[src/rtl/sha_pkg.sv]
// Shared types and constants for the SHA memory responder and its result capture.
`default_nettype none

package sha_pkg;

   localparam int HASH_WORDS = 8;
   localparam int WORD_W     = 32;

   typedef enum logic [1:0] {
      CAP_IDLE = 2'd0,
      CAP_FILL = 2'd1,
      CAP_DONE = 2'd2
   } cap_state_t;

endpackage

`default_nettype wire

[src/rtl/sha_result_capture.sv]
// Snoops core writes into the 8-word hash result window and presents the
// assembled 256-bit result with a one-cycle valid pulse.
`default_nettype none

module sha_result_capture
   import sha_pkg::*;
(
   input  logic                         clk,
   input  logic                         reset_n,
   input  logic                         wr_en,
   input  logic [15:0]                  addr,
   input  logic [WORD_W-1:0]            wdata,
   input  logic [15:0]                  out_base,
   output logic                         hash_valid,
   output logic [HASH_WORDS*WORD_W-1:0] hash_out,
   output logic [7:0]                   hash_count
);

   cap_state_t  state, state_nx;
   logic [7:0]  mask, mask_nx;
   logic [16:0] offset;
   logic        win_hit;
   logic [2:0]  win_idx;
   logic [7:0]  win_bit;

   // Unsigned 17-bit difference keeps the window from wrapping past 16'hFFFF.
   assign offset  = {1'b0, addr} - {1'b0, out_base};
   assign win_hit = wr_en && (addr >= out_base) && (offset < 17'd8);
   assign win_idx = offset[2:0];
   assign win_bit = 8'b1 << win_idx;

   always_ff @(posedge clk or negedge reset_n) begin
      if (!reset_n) begin
         state <= CAP_IDLE;
         mask  <= 8'h00;
      end else begin
         state <= state_nx;
         mask  <= mask_nx;
      end
   end

   always_comb begin
      state_nx   = state;
      mask_nx    = mask;
      hash_valid = 1'b0;
      unique case (state)
         CAP_IDLE: begin
            mask_nx  = win_hit ? win_bit : 8'h00;
            state_nx = win_hit ? CAP_FILL : CAP_IDLE;
         end
         CAP_FILL: begin
            if (win_hit) begin
               mask_nx = mask | win_bit;
               if ((mask | win_bit) == 8'hFF) state_nx = CAP_DONE;
            end
         end
         CAP_DONE: begin
            hash_valid = 1'b1;
            mask_nx    = win_hit ? win_bit : 8'h00;
            state_nx   = win_hit ? CAP_FILL : CAP_IDLE;
         end
         default: begin
            mask_nx  = 8'h00;
            state_nx = CAP_IDLE;
         end
      endcase
   end

   // Count on entry to CAP_DONE so the new count is visible alongside hash_valid.
   always_ff @(posedge clk or negedge reset_n) begin
      if (!reset_n) hash_count <= 8'h00;
      else if (state == CAP_FILL && state_nx == CAP_DONE) hash_count <= hash_count + 8'd1;
   end

   for (genvar i = 0; i < HASH_WORDS; i++) begin : g_word
      always_ff @(posedge clk or negedge reset_n) begin
         if (!reset_n)
            hash_out[(HASH_WORDS-1-i)*WORD_W +: WORD_W] <= '0;
         else if (win_hit && win_idx == 3'(i))
            hash_out[(HASH_WORDS-1-i)*WORD_W +: WORD_W] <= wdata;
      end
   end

endmodule

`default_nettype wire

[src/rtl/sha_mem_responder.sv]
// Dual-access word memory for a SHA core: continuous core port, stalling host
// port, sticky out-of-range flag and hash result capture.
`default_nettype none

module sha_mem_responder
   import sha_pkg::*;
#(
   parameter int DEPTH = 64
) (
   input  logic                         clk,
   input  logic                         reset_n,
   input  logic                         mem_we,
   input  logic [15:0]                  mem_addr,
   input  logic [WORD_W-1:0]            mem_write_data,
   output logic [WORD_W-1:0]            mem_read_data,
   input  logic                         host_req,
   input  logic                         host_we,
   input  logic [15:0]                  host_addr,
   input  logic [WORD_W-1:0]            host_wdata,
   output logic                         host_ready,
   output logic                         host_rvalid,
   output logic [WORD_W-1:0]            host_rdata,
   input  logic [15:0]                  out_base,
   output logic                         hash_valid,
   output logic [HASH_WORDS*WORD_W-1:0] hash_out,
   output logic [7:0]                   hash_count,
   output logic                         err_oob
);

   localparam int AW = (DEPTH > 1) ? $clog2(DEPTH) : 1;

   logic [WORD_W-1:0] storage [DEPTH];
   logic              core_in, host_in, host_wr, host_rd;

   assign core_in    = ({1'b0, mem_addr}  < 17'(DEPTH));
   assign host_in    = ({1'b0, host_addr} < 17'(DEPTH));
   assign host_ready = host_req && !(host_we && mem_we);
   assign host_wr    = host_ready && host_we;
   assign host_rd    = host_req && !host_we;

   // Storage is deliberately not reset; host_ready guarantees a single writer.
   always_ff @(posedge clk) begin
      if (mem_we && core_in)
         storage[mem_addr[AW-1:0]] <= mem_write_data;
      else if (host_wr && host_in)
         storage[host_addr[AW-1:0]] <= host_wdata;
   end

   always_ff @(posedge clk or negedge reset_n) begin
      if (!reset_n) begin
         mem_read_data <= '0;
         host_rvalid   <= 1'b0;
         host_rdata    <= '0;
         err_oob       <= 1'b0;
      end else begin
         mem_read_data <= core_in ? storage[mem_addr[AW-1:0]] : '0;
         host_rvalid   <= host_rd;
         if (host_rd) host_rdata <= host_in ? storage[host_addr[AW-1:0]] : '0;
         if (!core_in || (host_ready && !host_in)) err_oob <= 1'b1;
      end
   end

   sha_result_capture u_capture (
      .clk        (clk),
      .reset_n    (reset_n),
      .wr_en      (mem_we),
      .addr       (mem_addr),
      .wdata      (mem_write_data),
      .out_base   (out_base),
      .hash_valid (hash_valid),
      .hash_out   (hash_out),
      .hash_count (hash_count)
   );

endmodule

`default_nettype wire
[config.mk]
export PLATFORM = sky130hd
export DESIGN_NAME = sha_mem_responder
export DESIGN_NICKNAME = d
export VERILOG_FILES = /design/src/rtl/sha_pkg.sv /design/src/rtl/sha_result_capture.sv /design/src/rtl/sha_mem_responder.sv
export SDC_FILE = /design/constraint.sdc
export NUM_CORES = 2
export LEC_CHECK = 0
export CAP_MARGIN = 20
export CORE_MARGIN = 8
export CORE_UTILIZATION = 61
export DETAILED_ROUTE_END_ITERATION = 12
export PLACE_DENSITY_LB_ADDON = 0.12
export SLEW_MARGIN = 30
export SYNTH_ARGS = -nofsm -noshare
export SYNTH_HDL_FRONTEND = slang
export SYNTH_SLANG_ARGS = --single-unit
[constraint.sdc]
create_clock -name clk -period 2.6 [get_ports clk]
set_input_delay 0.39 -clock clk [delete_from_list [all_inputs] [get_ports clk]]
set_output_delay 0.39 -clock clk [all_outputs]
set_load 0.02 [all_outputs]
After elaboration in Yosys (flattened, before gate mapping)
Memories as Yosys holds them, arrays and structs flattened. Cells that the tools add are included.

Memory bits (writable): 2048. Bits in read-only memories: 0. Word-level logic and storage cells: 81. Memories: 1. Output and inout bits: 332. Register bits: 340. Input port bits: 117. Latch bits: 0.

Memory list: storage (words 64, width 32, rd ports 2, clocked after memory_dff 0, wr ports 1, RTL line sha_mem_responder.sv:32) `logic [WORD_W-1:0] storage [DEPTH];`.

Equality and inequality tests: 12. Add/sub/neg operators: 2. Order comparisons: 4. Multiply operators: 0. Multiplexer cells: 18. Div/mod/pow operators: 0. Shift-type cells: 1. Bitwise gates (word level): 1. Reductions and logical operators: 27.

Operator list (count): $mux 32 (3); $lt 16x7->1 const B (2); $reduce_or 32->1 (1); $logic_and 1x1->1 (18); $lt 17x4->1 const B (1); $sub 16x16->17 (1); $ge 16x16->1 (1); $mux 8 (2); $pmux 8 s2 (1); $eq 3x3->1 const B (4); $add 8x1->8 const B (1); $eq 8x8->1 const B (1); $mux 1 (8); $or 8x8->8 (1); $shl 1x3->8 const A (1); $eq 3x2->1 const B (2); $mux 6 (1); $eq 2x2->1 const B (2); $logic_not 1->1 (4); $mux 2 (2); $pmux 2 s2 (1); $eq 3x1->1 const B (1); $logic_not 3->1 (1); $eq 2x1->1 const B (1); other kinds (4) (4).

Longest topological paths before layout
Depth in word-level cells: 10. Gate-level depth with buffers: 17. Gate-level depth less buffers: 11.

Modules after synthesis
A second synthesis with hierarchy kept.

Cells, all modules: 5650. Area total of the unflattened synthesis: 109411.2 sq um.

By module, submodules not included: sha_mem_responder (instances 1, cells an instance 4871, seq. area each 63150.6 sq um, area an instance 97883.9 sq um); sha_result_capture (instances 1, cells an instance 779, seq. area each 6856.6 sq um, area an instance 11527.3 sq um).

Least setup slack after synthesis
Ideal clock, no wire load.

Kind: in2reg. Start point: input mem_addr[0]. End point: register u_capture.state[1]. Buffers on the path: 3. Library setup time: 0.096 ns. Setup slack: -1.550 ns. Data required time: 2.504 ns. Arrival time: 4.054 ns. Stages on the path: 14. Cell sequence: clkbuf_1 clkbuf_1 buf_1 inv_1 ha_1 fa_1 nor2b_1 nor4b_1 or4_1 or3_1 nor3_2 o2111ai_1 or4b_4 nor4_2.

Word-level cells in the longest chain between the ends: 7. Elaborated cells on any way between the ends: 11. Classes of those cells: add/sub (1); order compare (2); eq/ne (1); shift (1); mux (3); bitwise (1); reduce/logical (2).

RTL lines: from (decl) (RTL line sha_mem_responder.sv:13) `input logic [15:0] mem_addr,`; parallel branches: the longest is 5 deep, another holds $sub 16x16->17; $mux 2 (*) (RTL line sha_result_capture.sv:52) `if (win_hit) begin`; $pmux 2 s2 (*) (RTL line sha_result_capture.sv:46) `unique case (state)`; net u_capture.state_nx[1] (RTL line sha_result_capture.sv:19) `cap_state_t state, state_nx;`; to (signal assigned) (RTL line sha_result_capture.sv:37) `state <= state_nx;`; to (decl) (RTL line sha_result_capture.sv:19).

Mark *: on every way through the listed nets, which the timed path passes. A chain may end at the register's enable or synchronous reset.

Worst setup path in the final report
Start point: input host_addr[15]. End point: memory storage[62][21], enable pin.

Word-level cells in the longest chain between the ends: 7. Elaborated cells on any way between the ends: 8. Classes of those cells: order compare (1); mux (5); reduce/logical (2).

RTL lines: from (decl) (RTL line sha_mem_responder.sv:18) `input logic [15:0] host_addr,`; $lt 16x7->1 (*) (RTL line sha_mem_responder.sv:36) `assign host_in = ({1'b0, host_addr} < 17'(DEPTH));`; $logic_and 1x1->1 (*) (RTL line sha_mem_responder.sv:45) `else if (host_wr && host_in)`; $mux 1 (*) (RTL line sha_mem_responder.sv:45); $mux 1 (*) (RTL line sha_mem_responder.sv:43) `if (mem_we && core_in)`; $mux 1 (implied by the code) (*) (RTL line sha_mem_responder.sv:46) `storage[host_addr[AW-1:0]] <= host_wdata;`; $reduce_or 32->1 (no source line); $mux 6 (no source line) / $mux 1 (equally long branches); to (decl) (RTL line sha_mem_responder.sv:32).

Every way passes the cells marked *; elsewhere a longest branch is shown, timed or not.

==> run metrics <==
cell with the largest stage delay on the worst path=clkdlybuf4s50_1; routed wire length=350000 um; largest family of logic cells by synthesized area=multiplexers; Pre-antenna DRT Iters=6; # rows=154; CTS root buffer=clkbuf_16; primary flip-flop cell chosen by synthesis mapping=edfxtp_1; clock buffers created by TritonCTS=233; wire length of the first global-routing pass=493000 um; die extent in y=436 um; antenna-violating nets left=0; Yosys top cell area share=0.570; Layout area overhead=21.7%; placed wire-length estimate=227000 um; LEAKAGE=44.6 nW; path class of the lowest-slack min-delay path=primary input to asynchronous set/reset pin; post-synthesis cell type with the largest combined area=edfxtp_1; clk buf depth=3; instance area after placement=0.123 mm^2; register-to-register setup slack=0.07 ns; fill count=9602; nature of the critical path startpoint=primary input; sequential cell area fraction in the yosys report=0.649; xor and xnor area share after synthesis=0.000812; initial antenna violation count=30; GP Congestion=0.916; setup repair after global routing missed its margin=true; Compound-Gate Fraction of Synth Area=0.00585; ranking of synthesized cells by instance count=edfxtp_1 (2048), mux4_2 (1344), dfrtp_1 (340); worst-case headroom to the max-slew limit=0.444; max frequency=387 MHz; fraction of final layout cells sized beyond drive strength 1=0.454; remaining design rule violation count=0; Reg2Reg Launch Point=storage[38][29]; clock latency on the worst-skew pair=0.90 ns; time the final worst path needs with I/O delays and setup=2.58 ns; Final Net Count=6043; via total after detailed routing=63400; end-of-flow core utilization=0.746; most repeated cell in the gate-level netlist after synthesis=edfxtp_1; number of buffer cells added on primary ports=448; vias in the first global route=63900; nature of the critical path endpoint=flip-flop; power density cells=630 mW/mm^2; run status=finished, final reports clean; clock net sink count=2388; number of enable-type register cells in the synthesized netlist=2048; endpoint of the most critical setup path=storage[62][21]; launching element of the worst setup path=host_addr[15]; final std cells w/o fill=8473; Post-Synth Simple-Gate Area=0.0193; number of placed instances with taps included=7992; endpoint of the worst register-to-register path=host_rdata[29]; core region area=0.176 mm^2; Synth cell types=70; cell count after synthesis=4954; mean instance size in the synthesized netlist=21.8 um^2; effective utilization at floorplan=0.613; buffers plus inverters on the worst setup path=5; final clock period utilization by the worst path=0.993; most frequent cell on the critical path=buf_4; final setup skew=0.0340 ns; dpl ws=-1.16 ns; total die area=0.190 mm^2; worst-margin pin slew=0.834 ns; cell area after synthesis=0.108 mm^2; number of max-cap violations=0; remaining global-route overflow=0; 1st-iter DRT viols=9618; critical path start-end classification=primary input to flip-flop; cells taking the most area after synthesis=edfxtp_1 (57%), mux4_2 (28%), dfrtp_1 (7.9%), mux2_2 (2.6%), clkbuf_1 (0.81%); syn_nets=5089; Tot Pwr=82.6 mW; mux cell area share after synthesis=0.308; register bit count reported by yosys=2388; largest fanout on the critical path=10; top-level I/O count=449; clock slew at reported path FFs=0.06 ns; final worst-path setup slack=0.0183 ns; worst ir drop on vdd=750 uV; CP Data Required Time=3.14 ns; hold_ws=0.0693 ns; setup TNS=0 ns; post-synthesis adder-cell area fraction=0.00216; number of max-slew violations in the final report=0; reg2reg path depth=5; pin count of the biggest net entering global routing=71; Die Width=436 um; number of levels in the clock H-tree=4; final setup violation count=0; critical path, cell by cell=clkdlybuf4s50_1 -> nor4_4 -> nand4_1 -> buf_4 -> or3_4 -> o22ai_1 -> buf_4 -> nand2_2 -> buf_12 -> nor2_4 -> buf_4; design area=0.131 mm^2; fraction of registers with async set/reset=0.142; CTS tree=done; Worst EP arrival=3.13 ns; average via count per standard cell=7.48; yosys warns=0; post-detailed-route wirelength per cell=41.3 um; number of hold violations in the final report=0; crit-path max cell delay=0.45 ns; largest delay contributor family on the critical path=buffers and inverters; GRT Overall Usage=0.366; WP depth=11
## state kept, by name, summed over array words and instances, names as in the netlist
signal,flops
storage,2048
u_capture.hash_count,8
u_capture.hash_out,256
err_oob,1
mem_read_data,32
u_capture.mask,8
host_rvalid,1
host_rdata,32
u_capture.state,2
## layout make-up
| type | instances | area [um^2] | share of cell area |
|---|---|---|---|
| diodes | 24 | 60.1 | 0.000458 |
| clock buffers | 311 | 6420 | 0.0489 |
| inverters | 25 | 106 | 0.000811 |
| multi-input cells | 2177 | 37400 | 0.285 |
| clock inverters | 125 | 1160 | 0.00887 |
| repair buffers | 1083 | 13100 | 0.0998 |
| well taps | 2340 | 2930 | 0.0223 |
| flip-flops and latches | 2388 | 70000 | 0.534 |
## cell families (layout without fill, tap and decap cells)
group / count (synthesis) / count (layout)
muxes: 1606 / 1606
xor gates and xnor gates: 10 / 10
buffers and inverters: 389 / 1544
other: 0 / 24
AOI/OAI and AO/OA: 95 / 95
DFF: 2388 / 2388
adders and majority gates: 18 / 18
and+or+nand+nor: 448 / 448
## cell usage in the layout (no fill, tap or decap), types with 23 or more instances in the layout
cell / count
nand2_2: 31
mux4_2: 1344
clkbuf_8: 23
clkdlybuf4s50_1: 407
nand2_1: 167
clkinv_2: 39
clkinv_1: 51
buf_4: 333
clkbuf_1: 53
diode_2: 24
edfxtp_1: 2048
dfrtp_1: 340
buf_12: 296
clkbuf_16: 237
nor2_4: 65
mux2_2: 248
and2_1: 35
nand3_1: 54
## report_power, final
part	total (mW)	internal, mW	switching [mW]
clock	33.7	19.1	14.7
sequential	41.6	41.6	0.00736
combinational	7.22	3.39	3.83
total	82.6	64.1	18.5
## worst min-delay path by stage
stage                        from                 to  slack, ns  cells after the start
after floorplan           reset_n            err_oob       0.09                      0
after global placement    reset_n  mem_read_data[24]       0.41                      1
after detailed placement  reset_n     host_rdata[22]       0.42                      1
after CTS                 reset_n     host_rdata[28]       0.07                      2
after global routing      reset_n     host_rdata[27]       0.12                      2
final                     reset_n  mem_read_data[27]       0.07                      2
## worst reg2reg max path: stages (launching register included)
cell      delay [ns]
edfxtp_1        0.42
mux4_2          0.49
mux4_2          0.59
mux4_2          0.65
nand3_1         0.21
nand2_1         0.07
## layer usage
metal	global-route usage	wire length, um	up-vias
li1	-	-	23500
met1	0.481	119000	33800
met2	0.569	166000	5099
met3	0.0907	41300	996
met4	0.201	23900	12
met5	0	88	-
## what timing repair did
action                                 4_1_cts  5_1_grt
pin swaps                                   28       17
setup endpoints to repair                  463      253
hold buffers                                 1        0
setup buffers                               14        2
gates resized for setup                     95       33
cloned                                       5        0
endpoints found under the hold margin       93        0
Note: power is estimated with default switching activity, not from simulation.
